$ cat config.mk
export PLATFORM = sky130hd
export DESIGN_NAME = matrix_4x4_serial_out
export DESIGN_NICKNAME = d
export VERILOG_FILES = /design/src/rtl/matrix_4x4_serial_out.sv
export SDC_FILE = /design/constraint.sdc
export NUM_CORES = 1
export LEC_CHECK = 0
export ABC_CLOCK_PERIOD_IN_PS = 8700
export CAP_MARGIN = 20
export CORE_ASPECT_RATIO = 1.4
export CORE_MARGIN = 5
export CORE_UTILIZATION = 52
export DETAILED_ROUTE_END_ITERATION = 7
export PLACE_DENSITY = 0.87
export SYNTH_ARGS = -nofsm -noshare
export SYNTH_HDL_FRONTEND = slang
export SYNTH_SLANG_ARGS = --single-unit
$ cat constraint.sdc
create_clock -name clk -period 8.7 [get_ports clk]
set_clock_uncertainty 0.05 [all_clocks]
set_input_delay 1.305 -clock clk [delete_from_list [all_inputs] [get_ports clk]]
set_output_delay 1.305 -clock clk [all_outputs]
set_load 0.005 [all_outputs]
$ cat src/rtl/matrix_4x4_serial_out.sv
// Parallel-to-serial output stage: captures a 4x4 result matrix and streams one element per beat.
// Latency 1 cycle from accept to beat 0; beats are held while ready_in is low; no matrix overlap.
module matrix_4x4_serial_out #(
  parameter int W         = 12,
  parameter int ROW_MAJOR = 0
) (
  input  logic                clk,
  input  logic                rst,
  input  logic                valid_in,
  input  logic [3:0][W-1:0]   cC1,
  input  logic [3:0][W-1:0]   cC2,
  input  logic [3:0][W-1:0]   cC3,
  input  logic [3:0][W-1:0]   cC4,
  output logic                ready_out,
  output logic                valid_out,
  output logic [W-1:0]        c_out,
  output logic [3:0]          idx_out,
  output logic                last_out,
  input  logic                ready_in
);

  typedef enum logic {IDLE, STREAM} state_t;

  state_t             state_q, state_d;
  logic [15:0][W-1:0] mat_q, mat_d;
  logic [3:0]         cnt_q, cnt_d;
  logic [W-1:0]       c_q, c_d;
  logic               valid_q, valid_d;
  logic               ready_q, ready_d;
  logic               last_q, last_d;
  logic               hs;

  // Matrix is stored column-major: slot col*4+row.
  function automatic logic [W-1:0] pick(input logic [15:0][W-1:0] m, input logic [3:0] k);
    if (ROW_MAJOR != 0) return m[{k[1:0], k[3:2]}];
    else                return m[k];
  endfunction

  assign hs = valid_q && ready_in;

  always_comb begin
    state_d = state_q;
    mat_d   = mat_q;
    cnt_d   = cnt_q;
    c_d     = c_q;
    valid_d = valid_q;
    ready_d = ready_q;
    last_d  = last_q;
    case (state_q)
      IDLE: begin
        ready_d = 1'b1;
        valid_d = 1'b0;
        if (valid_in && ready_q) begin
          state_d = STREAM;
          mat_d   = {cC4, cC3, cC2, cC1};
          cnt_d   = 4'd0;
          c_d     = cC1[0];
          last_d  = 1'b0;
          ready_d = 1'b0;
          valid_d = 1'b1;
        end
      end
      STREAM: begin
        if (hs) begin
          if (last_q) begin
            state_d = IDLE;
            valid_d = 1'b0;
            ready_d = 1'b1;
            cnt_d   = 4'd0;
            last_d  = 1'b0;
          end else begin
            cnt_d  = cnt_q + 4'd1;
            c_d    = pick(mat_q, cnt_q + 4'd1);
            last_d = (cnt_q == 4'd14);
          end
        end
      end
      default: state_d = IDLE;
    endcase
  end

  always_ff @(posedge clk) begin
    if (rst) begin
      state_q <= IDLE;
      cnt_q   <= 4'd0;
      c_q     <= '0;
      valid_q <= 1'b0;
      ready_q <= 1'b0;
      last_q  <= 1'b0;
    end else begin
      state_q <= state_d;
      cnt_q   <= cnt_d;
      c_q     <= c_d;
      valid_q <= valid_d;
      ready_q <= ready_d;
      last_q  <= last_d;
    end
  end

  // Data store carries no reset; it is only meaningful after an accept.
  always_ff @(posedge clk) begin
    mat_q <= mat_d;
  end

  assign ready_out = ready_q;
  assign valid_out = valid_q;
  assign c_out     = c_q;
  assign idx_out   = cnt_q;
  assign last_out  = last_q;

endmodule

Word-level counts from Yosys, hierarchy flattened
Index checks and enable logic that the tools add are counted.
{ "word_totals": {"register_bits": 212, "in_bits": 196, "word_cells": 61} }
{ "op_classes": {"addsub": 1, "n_lt_le_gt_ge": 1, "eq_ne": 5, "muxes": 25, "bitwise_logic": 1, "n_reduce_logical": 6} }
{ "op_table": {"columns": ["op", "n"], "rows": [
  ["12-bit binary-select mux with 4-bit select", 1],
  ["12-bit 2-to-1 mux", 4],
  ["12-bit one-hot mux with 2 select lines", 1],
  ["4-bit 2-to-1 mux", 3],
  ["1-bit 2-to-1 mux", 11],
  ["1-bit one-hot mux with 2 select lines", 4],
  ["4-bit one-hot mux with 2 select lines", 1],
  ["2-bit AND reduction", 3],
  ["4-bit by 5-bit less-than comparator with 1-bit output (second input constant)", 1],
  ["4-bit by 1-bit adder with 4-bit output (second input constant)", 1],
  ["4-bit == test (second input constant)", 1],
  ["2-bit by 1-bit != test with 1-bit output (second input constant)", 2],
  ["2-bit != test (second input constant)", 2],
  ["3-bit AND reduction", 1],
  ["1-bit logical AND", 2],
  ["1-bit inverter", 1]
]} }

Depth between registers and ports, before layout
{ "logic_depth": {"depth_word": 6, "depth_mapped": 9, "mapped_depth_nobuf": 6} }

Worst setup path before layout
No wires, ideal clock.
{ "synth_timing": {"path_kind": "input -> register", "startpoint": "in valid_in", "endpoint": "reg mat_q[0] (netlist name), enable pin", "setup_time_ps": 544, "arrival_time_ps": 5619, "setup_slack_ps": 2487, "path_stages": 5, "path_cell_list": "nand2_1 or2_1 buf_2 clkbuf_1 inv_1"} }
{ "synth_between": {"elab_chain_cells": 2} }
{ "synth_rtl": {"columns": ["element", "line", "rtl"], "rows": [
  ["start: declaration", "9", "input logic valid_in,"],
  ["1-bit logical AND", "53", "if (valid_in && ready_q) begin"],
  ["2-bit AND reduction (no line)", null, null],
  ["end signal: assignment", "102", "mat_q <= mat_d;"],
  ["end: declaration", "25", "logic [15:0][W-1:0] mat_q, mat_d;"]
]} }
Every way passes these cells.
A chain may end at the register's enable or synchronous reset.

Final worst setup path
{ "layout_timing": {"startpoint": "in valid_in", "endpoint": "reg mat_q[115] (netlist name), enable pin"} }
The elaborated chain is that of the path after synthesis.

==> run metrics <==
status completed; Die Wd between 100 and 150 microns; crit share post-route 0.479; CTS tree built; total grt overflow 0; largest family of logic cells by synthesized area multiplexers; Slew Limit Fails 0; max cap viols 0; met3 WL 1610 microns; post-route setup TNS 0 ns; largest net degree at the start of global routing 121; Routed Antenna Nets 0; layout cell share with drive strength beyond 1 0.112; Tmin final 4.16 ns; crit end category flop; Die Area 18,600 sq um; CP Class input pin to flop; leading area contributor after synthesis edfxtp_1; CTS Sinks around 210; Post-Synthesis Cells 422; initial core utilization 0.530; I/O Buffers roughly 210; vias in the first global route 5,514; RSZ-0062 raised after global routing no; wl on met1 6380 microns; hold_buf cts 0; Clk Latency, worst-skew pair 0.49 ns; leakage 3.78 nW; DR top layer met4; Cell Pwr Density about 200 nW/um^2; fillcell total 952; Max Fclk 240 MHz; first-pass detailed-route iteration total 5; clock share of power 0.404; vias after detailed routing between 4,000 and 5,000; Post-DP HPWL ~14,000 microns; Post-Synth XOR/XNOR Area 0; Die Y-Extent 159 microns; First DRT Iteration DRCs 387; pre-CTS setup slack 4.03 ns; part of the Yosys area used for sequential elements 0.745; Flop pwr share 0.520; Hold WC Path Type flop to flop; # H-tree levels 1; maximum vdd drop 199 uV; Yosys warning total 0; layout net count 834; Setup Fix Bufs, Post-CTS 0; Area contributors post-synth edfxtp_1 70%, mux4_2 8.7%, mux4_1 5.1%; routed vias/inst 5.82; Worst Path Required 8.75 ns; Adder-Cell Fraction of Synth Area 0.00303; first-pass GRT wire length roughly 30,000 microns; synthesized net count 620; WL final around 20,000 microns; Area after DPL 10,500 sq um; synthesized area 8270 sq um; EDFF count, synth roughly 190; routability-driven placement congestion ratio roughly 0.81; met2 wire length 11,300 microns; Worst-Margin Slew 1.05 ns; Hold Vio Cnt, Final 0; Layout area overhead 36.1%; switch share 0.192; post-route cell area 11,300 sq um; number of buffers created by CTS 20; final worst slack 4.54 ns; deepest clock path buffer count 3; CTS resizes 0; Tot GR Track Use 0.215; Core Region 15,600 sq um; Netlist cell types 30; critical path peak fanout 120; sw power about 0.44 mW; post-synthesis simple-gate area fraction 0.0242; antenna violations before repair 2; Worst-path clk slew 0.06 ns; FP Rows 54; setup violators final 0; Startpoint Class input pin; WL per Instance roughly 24 microns; count leader, synth edfxtp_1; Comb pwr share 0.077; root buf cell clkbuf_16; relative slew slack 0.302; Most used DFF post-synth edfxtp_1; Yosys top cell area share 0.697; commonest cells in the netlist 192 x edfxtp_1, 44 x a21oi_1, 32 x mux4_2; average cell area after synthesis ~20 sq um; Pint around 1.9 mW; Residual DRC 0; # IOs about 220; mux cell area share after synthesis 0.138; ys async rst share 0; Synth Area in Compound Gates 0.0619; CP Data Arrival Time 4.22 ns; Yosys reg bits 212
==> worst paths after layout <==
check	startpoint	end	slack, ns	depth (start not counted)
max reg2reg	state_q	mat_q[115]	5.10	3
max	valid_in	mat_q[115]	4.54	5
min	last_out	last_out	0.46	2
min reg2reg	last_out	last_out	0.46	2
==> critical path, stage by stage <==
cell and delay [ns]:
clkdlybuf4s50_1 0.46, nand2_1 0.05, or2_1 0.56, inv_6 0.90, buf_4 0.87
==> sequential cells by signal, summed over array words and instances, names as in the netlist <==
register   flops
last_out       1
mat_q        192
ready_out      1
state_q        1
valid_out      1
c_out         12
idx_out        4
==> final cells by class <==
class / count / area (sq um) / share of cell area
tap: 196 / 245 / 0.0218
sequential: 212 / 6170 / 0.548
clock inverter: 11 / 158 / 0.0140
antenna: 2 / 5.00 / 0.000444
timing repair buffer: 220 / 2190 / 0.195
clock buffer: 25 / 551 / 0.0489
multi-input combinational: 167 / 1880 / 0.167
inverter: 15 / 61.3 / 0.00544
==> metrics by stage <==
step                instances  hold WS [ns]  power, mW  utilization
detailed placement        809         0.454       1.39        0.675
global route              848         0.491       2.37        0.722
CTS                       845         0.461       2.31        0.721
floorplan                 422         0.432       1.27            -
finish                    848         0.461       2.29        0.722
global placement          808         0.439       1.38        0.675
==> power by group through the flow <==
stage                     sequential [mW]  clock (mW)  combinational [mW]
final                                1.19       0.925               0.175
after global routing                 1.19       0.986               0.186
after CTS                            1.19       0.941               0.177
after detailed placement             1.21           0               0.176
after global placement               1.21           0               0.170
after floorplan                      1.21           0              0.0575
==> cells in the final DEF, fill, tap and decap left out, drive strengths merged, types with 3 or more instances in the layout <==
master         count
buf                6
nand3              4
o21ai              3
clkinv             7
a222oi            12
mux4              48
nor2               8
clkbuf            25
a311o             12
clkdlybuf4s50    214
bufinv             4
nor3              13
a21oi             44
edfxtp           192
dfxtp             20
nand2              6
inv               15
==> routing by layer <==
metal  vias up  global-route usage
li1       2201                   -
met2       261               0.403
met3        46              0.0468
met5         -                   0
met1      2430               0.224
met4         0              0.0923
==> cell families (layout without fill, tap and decap cells) <==
group                      count (synthesis)  count (layout)
DFF                                      212             212
and+or+nand+nor                           41              41
buffers and inverters                     43             271
other                                      0               2
AOI/OAI and AO/OA                         76              76
muxes                                     48              48
adders and majority gates                  2               2
No activity file was read; power rests on OpenSTA's default activity.
